**src/rtl/OoO_pkg.sv**
```systemverilog
// Shared front-end types: the fetch-queue entry and the default queue depth.
package OoO_pkg;

    localparam int unsigned InstrQueueDepth = 4;

    typedef struct packed {
        logic [31:0] pc;
        logic [31:0] instr;
        logic        is_rv16;
        logic        err;
    } fetch_entry_t;

endpackage

```
**src/rtl/instr_queue.sv**
```systemverilog
// Dual-push, single-pop circular FIFO of fetch entries with flush and a free-entry count.
module instr_queue
    import OoO_pkg::*;
#(
    parameter int unsigned QueueDepth = InstrQueueDepth,
    localparam int unsigned IdxW = $clog2(QueueDepth),
    localparam int unsigned PtrW = IdxW + 1
) (
    input  logic            clk_i,
    input  logic            rst_i,
    input  logic            flush_i,
    input  logic            push0_i,
    input  fetch_entry_t    push0_data_i,
    input  logic            push1_i,
    input  fetch_entry_t    push1_data_i,
    input  logic            pop_i,
    output fetch_entry_t    head_o,
    output logic            empty_o,
    output logic [PtrW-1:0] free_o
);

    fetch_entry_t    mem [QueueDepth];
    logic [PtrW-1:0] rd_ptr;
    logic [PtrW-1:0] wr_ptr;
    logic [PtrW-1:0] wr_ptr1;
    logic [PtrW-1:0] count;

    assign count   = wr_ptr - rd_ptr;
    assign empty_o = (count == '0);
    assign free_o  = PtrW'(QueueDepth) - count;
    assign wr_ptr1 = wr_ptr + PtrW'(1);
    assign head_o  = mem[rd_ptr[IdxW-1:0]];

    // push1 is only ever asserted together with push0, so it always lands one slot later
    always_ff @(posedge clk_i or posedge rst_i) begin
        if (rst_i) begin
            rd_ptr <= '0;
            wr_ptr <= '0;
            for (int unsigned i = 0; i < QueueDepth; i++) begin
                mem[i] <= '0;
            end
        end else if (flush_i) begin
            rd_ptr <= '0;
            wr_ptr <= '0;
        end else begin
            if (push0_i) begin
                mem[wr_ptr[IdxW-1:0]] <= push0_data_i;
            end
            if (push1_i) begin
                mem[wr_ptr1[IdxW-1:0]] <= push1_data_i;
            end
            wr_ptr <= wr_ptr + PtrW'(push0_i) + PtrW'(push1_i);
            if (pop_i && !empty_o) begin
                rd_ptr <= rd_ptr + PtrW'(1);
            end
        end
    end

endmodule

```
**src/rtl/instr_realigner.sv**
```systemverilog
// Splits aligned 32-bit fetch words into individual RV16/RV32 instructions, carrying
// the lower half of a word-straddling instruction in a halfword buffer.
module instr_realigner
    import OoO_pkg::*;
#(
    parameter int unsigned QueueDepth = InstrQueueDepth
) (
    input  logic        clk_i,
    input  logic        rst_i,
    input  logic        flush_i,
    input  logic        fetch_valid_i,
    output logic        fetch_ready_o,
    input  logic [31:0] fetch_addr_i,
    input  logic [31:0] fetch_data_i,
    input  logic        fetch_err_i,
    output logic        instr_valid_o,
    input  logic        instr_ready_i,
    output logic [31:0] instr_pc_o,
    output logic [31:0] instr_o,
    output logic        is_rv16_o,
    output logic        fetch_err_o
);

    localparam int unsigned PtrW = $clog2(QueueDepth) + 1;

    logic            hb_valid, hb_valid_n;
    logic [15:0]     hb_data, hb_data_n;
    logic [31:0]     hb_pc, hb_pc_n;
    logic            accept, proc_u, v0, v1, empty;
    logic [PtrW-1:0] free;
    logic [31:0]     word_addr;
    logic [15:0]     lo, up;
    fetch_entry_t    e0, e1, u_ent, head;

    assign fetch_ready_o = (free >= PtrW'(2)) && !flush_i;
    assign accept        = fetch_valid_i && fetch_ready_o;
    assign word_addr     = {fetch_addr_i[31:2], 2'b00};
    assign lo            = fetch_data_i[15:0];
    assign up            = fetch_data_i[31:16];

    always_comb begin
        e0         = '0;
        e1         = '0;
        u_ent      = '0;
        v0         = 1'b0;
        v1         = 1'b0;
        proc_u     = 1'b0;
        hb_valid_n = hb_valid;
        hb_data_n  = hb_data;
        hb_pc_n    = hb_pc;
        if (accept) begin
            if (fetch_err_i) begin
                e0         = '{pc: hb_valid ? hb_pc : fetch_addr_i, instr: '0, is_rv16: 1'b0, err: 1'b1};
                v0         = 1'b1;
                hb_valid_n = 1'b0;
            end else begin
                proc_u = 1'b1;
                if (hb_valid) begin
                    e0         = '{pc: hb_pc, instr: {lo, hb_data}, is_rv16: 1'b0, err: 1'b0};
                    v0         = 1'b1;
                    hb_valid_n = 1'b0;
                end else if (!fetch_addr_i[1]) begin
                    v0 = 1'b1;
                    if (lo[1:0] != 2'b11) begin
                        e0 = '{pc: word_addr, instr: {16'h0000, lo}, is_rv16: 1'b1, err: 1'b0};
                    end else begin
                        e0     = '{pc: word_addr, instr: fetch_data_i, is_rv16: 1'b0, err: 1'b0};
                        proc_u = 1'b0;
                    end
                end
                // Upper half goes into whichever push slot is still free, keeping address order
                if (proc_u) begin
                    if (up[1:0] != 2'b11) begin
                        u_ent = '{pc: word_addr + 32'd2, instr: {16'h0000, up}, is_rv16: 1'b1, err: 1'b0};
                        if (v0) begin
                            e1 = u_ent;
                            v1 = 1'b1;
                        end else begin
                            e0 = u_ent;
                            v0 = 1'b1;
                        end
                    end else begin
                        hb_valid_n = 1'b1;
                        hb_data_n  = up;
                        hb_pc_n    = word_addr + 32'd2;
                    end
                end
            end
        end
    end

    always_ff @(posedge clk_i or posedge rst_i) begin
        if (rst_i) begin
            hb_valid <= 1'b0;
            hb_data  <= '0;
            hb_pc    <= '0;
        end else if (flush_i) begin
            hb_valid <= 1'b0;
        end else begin
            hb_valid <= hb_valid_n;
            hb_data  <= hb_data_n;
            hb_pc    <= hb_pc_n;
        end
    end

    instr_queue #(
        .QueueDepth(QueueDepth)
    ) u_queue (
        .clk_i       (clk_i),
        .rst_i       (rst_i),
        .flush_i     (flush_i),
        .push0_i     (v0),
        .push0_data_i(e0),
        .push1_i     (v1),
        .push1_data_i(e1),
        .pop_i       (instr_ready_i),
        .head_o      (head),
        .empty_o     (empty),
        .free_o      (free)
    );

    assign instr_valid_o = !empty;
    assign instr_pc_o    = head.pc;
    assign instr_o       = head.instr;
    assign is_rv16_o     = head.is_rv16;
    assign fetch_err_o   = head.err;

endmodule

```
**config.mk**
```make
export PLATFORM = sky130hd
export DESIGN_NAME = instr_realigner
export DESIGN_NICKNAME = d
export VERILOG_FILES = /design/src/rtl/OoO_pkg.sv /design/src/rtl/instr_queue.sv /design/src/rtl/instr_realigner.sv
export SDC_FILE = /design/constraint.sdc
export NUM_CORES = 1
export LEC_CHECK = 0
export ABC_AREA = 1
export BUFFER_PORTS_ARGS = -buffer_cell sky130_fd_sc_hd__buf_2
export CAP_MARGIN = 20
export CORE_MARGIN = 1.5
export CORE_UTILIZATION = 40
export DETAILED_ROUTE_END_ITERATION = 8
export PLACE_DENSITY = 0.54
export SYNTH_ARGS = -nofsm -noshare
export SYNTH_HDL_FRONTEND = slang
export SYNTH_HIERARCHICAL = 1
export SYNTH_SLANG_ARGS = --single-unit
```
**constraint.sdc**
```tcl
create_clock -name clk_i -period 15.6 [get_ports clk_i]
set_clock_uncertainty 0.1 [all_clocks]
set_input_delay 1.56 -clock clk_i [delete_from_list [all_inputs] [get_ports clk_i]]
set_output_delay 1.56 -clock clk_i [all_outputs]
set_load 0.03 [all_outputs]
```
==> results of run 1 <==
==> stage by stage <==
step / instances / setup WS, ns
finish: 4615 / 9.22
global route: 4615 / 8.80
CTS: 4615 / 9.29
detailed placement: 4551 / 9.29
global placement: 4549 / 9.38
floorplan: 3923 / 6.50
==> worst paths after layout <==
path / startpoint / end / cells after the start
worst min-delay path: hb_data[1]$_DFFE_PP0P_ / hb_data[1]$_DFFE_PP0P_ / 2
worst min register to register: hb_data[1]$_DFFE_PP0P_ / hb_data[1]$_DFFE_PP0P_ / 2
worst max register to register: u_queue/wr_ptr[0]$_DFF_PP0_ / u_queue/mem[80]$_DFFE_PP0N_ / 20
worst max-delay path: u_queue/wr_ptr[0]$_DFF_PP0_ / u_queue/mem[80]$_DFFE_PP0N_ / 20
max in group asynchronous: rst_i / u_queue/mem[51]$_DFFE_PP0N_ / 3
min in group asynchronous: rst_i / u_queue/mem[9]$_DFFE_PP0N_ / 2
==> power breakdown <==
part           internal, uW  total [uW]  leakage [uW]  switching [uW]
clock                   552         944      0.000625             393
sequential             1120        1360       0.00424             243
combinational           513        1800       0.00894            1290
==> placed cells by master (no fill, tap or decap) <==
cell type / count
o22ai_1: 66
clkbuf_8: 8
nand2_2: 8
dfrtp_2: 2
nand3_1: 400
inv_8: 1
clkinv_2: 3
inv_1: 263
clkbuf_16: 43
inv_4: 1
buf_8: 1
dfrtp_4: 3
nor2_2: 1
nand3_4: 6
o21bai_1: 44
o21ai_4: 1
xnor2_1: 1
buf_2: 136
nor2_1: 572
ha_1: 5
a21oi_1: 71
a22oi_1: 2
nand4_1: 178
bufinv_16: 1
buf_4: 39
clkbuf_1: 9
buf_12: 3
nor3_1: 1
inv_2: 7
inv_6: 2
conb_1: 54
fa_1: 2
nor2_8: 1
nor2_4: 8
o21ai_0: 178
xor2_1: 1
dfrtp_1: 313
nand2_1: 1415
==> routing by layer <==
layer  up-vias  global-route usage (%)  routed length, um
met5         -                       0                  0
met4         0                    18.7               5900
met3       206                    3.03               5200
met2       874                    50.8              43200
met1     11800                    40.4              39400
li1      12200                       -                  -
==> layout make-up <==
class                           count  area (um2)  area share (%)
Multi-Input combinational cell   3015       13200            51.8
Clock inverter                      4        48.8           0.191
Sequential cell                   318        7970            31.3
Timing Repair Buffer              179        1050            4.11
Clock buffer                       60        1220            4.79
Inverter                          274        1040            4.10
Tap cell                          765         957            3.76
==> state kept, by name (all words and copies together) (netlist names) <==
register	flops
hb_valid	1
u_queue/wr_ptr	3
u_queue/mem	264
hb_pc	31
hb_data	16
u_queue/rd_ptr	3
==> worst reg2reg max path, delay by kind of cell, from the launching register on <==
family / cells / cell delay (ns)
adders and majority gates: 3 / 0.84
AOI/OAI and AO/OA: 1 / 0.07
buffers and inverters: 8 / 2.92
and+or+nand+nor: 6 / 1.02
DFF: 1 / 0.98
xor gates and xnor gates: 2 / 0.38
==> summary.md, run 1 <==
| Metric | Value |
|---|---|
| Status | finished clean |
| WHS | between 0.3 and 0.4 ns |
| Num CTS Buffers | 42 |
| Vias per Instance | 5.43 |
| Largest net degree at the start of global routing | 120 |
| IO Count | approximately 140 |
| Leak | 0.0138 uW |
| Top cell family by delay on the critical path | buffers and inverters |
| GRT Overall Usage | between 30 and 40% |
| Hold Fails Final Rpt | 0 |
| Initial Util | 40.5% |
| Slowest-stage cell, CP | dfrtp_4 |
| Placer Congestion | 0.844 |
| Pwr Total | between 4000 and 5000 uW |
| Mapped Area | approximately 23000 um2 |
| Antenna viol nets, final | 0 |
| Clock sink count | about 320 |
| DRC | 0 |
| WS Path Type | flip-flop to flip-flop |
| Number of max-cap violations | 0 |
| Hpwl dp | about 53 mm |
| Final period util | between 40% and 50% |
| Drt total wl | roughly 94 mm |
| H-tree levels | 2 |
| HP Class | flip-flop to flip-flop |
| Yosys warning count | 6 |
| Worst setup SP type | flip-flop |
| Die height | 245 um |
| TritonRoute pass-1 iters | 6 |
| CTS resizes | 0 |
| Clock Tree Root | clkbuf_16 |
| Initial antenna violation count | 0 |
| Flop2flop setup slack | 9.22 ns |
| Pin slew with the least headroom to its limit | 1.19 ns |
| Worst skew pair latency | slightly below 0.6 ns |
| N_diodes | 0 |
| RSZ-0062 raised after global routing | false |
| Overflow after GRT | 0 |
| DR vias | 25100 |
| CTS tree | built |
| Chip width | around 240 um |
| Fmax | between 150 and 200 MHz |
| Crit path time final | roughly 6.4 ns |
| Drt first-iter violations | ~2000 |
| Final instance area | 25500 um2 |
| Buffers on Ports | around 140 |
| Syn Inst Count | 3870 |
| Setup TNS Final | 0 ns |
| Cell area after placement | around 24000 um2 |
| P&R area growth vs syn | 9.11% |
| Setup violations, final | 0 |
| Worst path cell trace | inv_2 -> ha_1 -> fa_1 -> xnor2_1 -> xor2_1 -> ha_1 -> inv_1 -> inv_1 -> nand2_1 -> nand3_4 -> inv_1 -> o21ai_4 -> buf_4 -> inv_6 -> buf_4 -> buf_4 -> nand4_1 -> nand3_1 -> nand2_1 -> nand2_1 |
| Synthesized area per cell | between 6 and 7 um2 |
| Core area | about 58000 um2 |
| Layout Nets | ~3900 |
| Crit-path max FO | 76 |
| Clk buf depth | 3 |
| Avg WL per Cell | 20.3 um |
| Fillers | 6306 |
| Cell Pwr Density | 161 nW/um2 |
| FP Rows | 88 |
| CP Buf/Inv Count | 8 |
| Max-slew headroom | 20.7% |
| CTS clk-pin slew, worst paths | ~0.06 ns |
| Element type at the critical path end | flip-flop |
| Worst EP required | between 15 and 20 ns |
| # hold bufs at CTS | 0 |
| Worst path max stage delay | 0.98 ns |
| Util after Layout | 44.2% |
| # Post-CTS Setup Buffers | 0 |
| Die ar. | 59800 um2 |
| Layout cell share with drive strength beyond 1 | under 10% |
| First-pass GRT wire length | about 150 mm |
| CP arrival | 6.79 ns |
| Worst VDD drop | between 0.1 and 0.15 mV |
| Max-slew violation count | 0 |
| Vias in the first global route | 23700 |
Note: power is estimated with default switching activity, not from simulation.
==> run 2: changes to the inputs <==
--- a/config.mk
+++ b/config.mk
@@ -11,7 +11,7 @@
 export CORE_MARGIN = 1.5
 export CORE_UTILIZATION = 40
 export DETAILED_ROUTE_END_ITERATION = 8
-export PLACE_DENSITY = 0.54
+export PLACE_DENSITY = 0.56
 export SYNTH_ARGS = -nofsm -noshare
 export SYNTH_HDL_FRONTEND = slang
 export SYNTH_HIERARCHICAL = 1
==> constraint.sdc (replaced) <==
create_clock -name clk_i -period 5.2 [get_ports clk_i]
set_clock_uncertainty 0.1 [all_clocks]
set_input_delay 0.52 -clock clk_i [delete_from_list [all_inputs] [get_ports clk_i]]
set_output_delay 0.52 -clock clk_i [all_outputs]
set_load 0.03 [all_outputs]
==> summary.md, run 2 (synthesis gave the netlist of run 1 again) <==
| Metric | Value |
|---|---|
| Buffers on Ports | 137 (unchanged) |
| CTS tree | built |
| Max reg flops | 264 (unchanged) |
| P&R area growth vs syn | 10.9% |
| Initial Util | 40.5% (unchanged) |
| # placed instances | 4570 (+0.42%) |
| RSZ-0062 raised after global routing | false |
| Clk buf depth | 3 (unchanged) |
| N_diodes | 0 (unchanged) |
| Layout Nets | 3928 (+0.54%) |
| Chip width | 245 um (unchanged) |
| Pin slew with the least headroom to its limit | 1.12 ns (-0.0697 ns) |
| Overflow after GRT | 0 (unchanged) |
| Number of max-cap violations | 0 (unchanged) |
| WS Path Type | flip-flop to flip-flop |
| Cell area after placement | 24400 um2 (+0.88%) |
| Setup TNS Final | 0 ns (unchanged) |
| Worst skew pair latency | 0.60 ns (+0.02 ns) |
| Final period util | 82.8% (+42 points) |
| Placer Congestion | 0.859 (+1.8%) |
| Hold Crit Depth | 3 (+1) |
| Core area | 57700 um2 (unchanged) |
| H-tree levels | 2 (unchanged) |
| IO Count | 138 (unchanged) |
| Layout cell share with drive strength beyond 1 | 7.86% (+0.71 points) |
| Crit path time final | 4.30 ns (-2.07 ns) |
| DRC | 0 (unchanged) |
| Status | finished clean |
| Commonest non-fill, non-tap cell in the layout | nand2_1 |
| Cell Pwr Density | 485 nW/um2 (+200%) |
| Final std cells w/o fill | 4647 (+0.69%) |
| Setup violations, final | 0 (unchanged) |
| Hold Fails Final Rpt | 0 (unchanged) |
| Num CTS Buffers | 42 (unchanged) |
| Clock sink count | 318 (unchanged) |
| Final instance area | 25900 um2 (+1.6%) |
| First-pass GRT wire length | 142 mm (-2.4%) |
| Hpwl dp | 52.8 mm (+0.16%) |
| Die ar. | 59800 um2 (unchanged) |
| CP arrival | 4.73 ns (-2.06 ns) |
| DR vias | 25100 (-0.016%) |
| R2R depth | 18 (-10%) |
| CTS resizes | 0 (unchanged) |
| Setup ws final | 0.897 ns (-8.33 ns) |
| Leak | 0.0140 uW (+1.7%) |
| GRT Overall Usage | 30.3% (-0.96 points) |
| CTS clk-pin slew, worst paths | 0.06 ns (about the same) |
| Avg WL per Cell | 19.6 um (-3.3%) |
| Worst setup SP type | flip-flop |
| Worst VDD drop | 0.427 mV (+240%) |
| Initial antenna violation count | 0 (unchanged) |
| Worst EP required | 5.63 ns (-10.38 ns) |
| TritonRoute pass-1 iters | 5 (-1) |
| HP Class | input port to flip-flop |
| Clock Tree Root | clkbuf_16 |
| Fillers | 6206 (-1.6%) |
| Die height | 245 um (unchanged) |
| Drt total wl | 91.2 mm (-2.7%) |
| Max-slew headroom | 25.3% (+4.6 points) |
| Antenna viol nets, final | 0 (unchanged) |
| FP Rows | 88 (unchanged) |
| Drt first-iter violations | 2239 (+11%) |
| Top flop regs | u_queue/mem: 264 flops, hb_pc: 31 flops, hb_data: 16 flops |
| Largest Register | u_queue/mem |
| Commonest cells after routing, fill and taps aside | nand2_1, nor2_1, nand3_1 |
| Element type at the critical path end | flip-flop |
| Largest net degree at the start of global routing | 117 (-2.5%) |
| DP Worst Slack | 0.926 ns (-8.37 ns) |
| Max-slew violation count | 0 (unchanged) |
| Vias in the first global route | 23800 (+0.51%) |
| Crit-path max FO | 46 (-39%) |
| Fmax | 232 MHz (+48%) |
| Vias per Instance | 5.40 (-0.70%) |
-- run 2: per-layer routing --
layer / vias up / GRT usage [%] / wire [um]
met5: - / 0 / 0
li1: 12200 / - / -
met2: 945 / 50.6 / 43000
met4: 0 / 15.8 / 4890
met3: 189 / 4.06 / 6300
met1: 11700 / 38.1 / 37000
-- run 2: power breakdown --
part           internal [uW]  switching (uW)
clock network           1870            1230
logic                   1570            3950
registers               3350             594
total                   6800            5780
-- run 2: final timing paths --
path	from	endpoint	slack [ns]
worst min register to register	hb_data[1]$_DFFE_PP0P_	hb_data[1]$_DFFE_PP0P_	0.37
max in group asynchronous	rst_i	u_queue/wr_ptr[1]$_DFF_PP0_	3.66
worst max-delay path	u_queue/rd_ptr[0]$_DFFE_PP0P_	u_queue/mem[204]$_DFFE_PP0N_	0.90
min in group asynchronous	rst_i	hb_data[8]$_DFFE_PP0P_	0.28
worst max register to register	u_queue/rd_ptr[0]$_DFFE_PP0P_	u_queue/mem[204]$_DFFE_PP0N_	0.90
worst min-delay path	fetch_addr_i[22]	hb_pc[22]$_DFFE_PP0P_	0.05
-- run 2: critical path, stage by stage (launching register included) --
cell and delay (ns):
dfrtp_4 0.47, ha_1 0.21, fa_1 0.37, xnor2_1 0.14, xor2_1 0.15, ha_1 0.27
inv_1 0.04, inv_1 0.04, nand2_1 0.07, nand3_4 0.07, inv_1 0.07, o21ai_4 0.34
inv_6 0.28, nand2_2 0.51, buf_4 0.68, nand2_1 0.12, nand3_1 0.11, nand2_1 0.06
nand2_1 0.06
-- run 2: stage by stage --
| step | utilization (%) | hold WS [ns] | total power [uW] |
|---|---|---|---|
| floorplan | - | 0.335 | 7750 |
| global placement | 42.3 | 0.328 | 9430 |
| detailed placement | 42.3 | 0.330 | 9450 |
| CTS | 44.8 | 0.0425 | 12600 |
| global route | 44.9 | 0.0602 | 13400 |
| finish | 44.9 | 0.0535 | 12600 |
-- run 2: repair_timing --
action,4_1_cts,5_1_grt
endpoints found under the hold margin,4,0
buffers inserted,0,0
hold buffers,1,0
-- run 2: area by class of cell --
class                           instances  area [um2]  share of cell area [%]
Tap cell                              765         957                    3.70
Timing Repair Buffer                  200        1300                    5.03
Multi-Input combinational cell       3015       13200                    50.9
Sequential cell                       318        7970                    30.8
Clock buffer                           66        1320                    5.08
Inverter                              274        1040                    4.02
Clock inverter                          9         120                   0.464
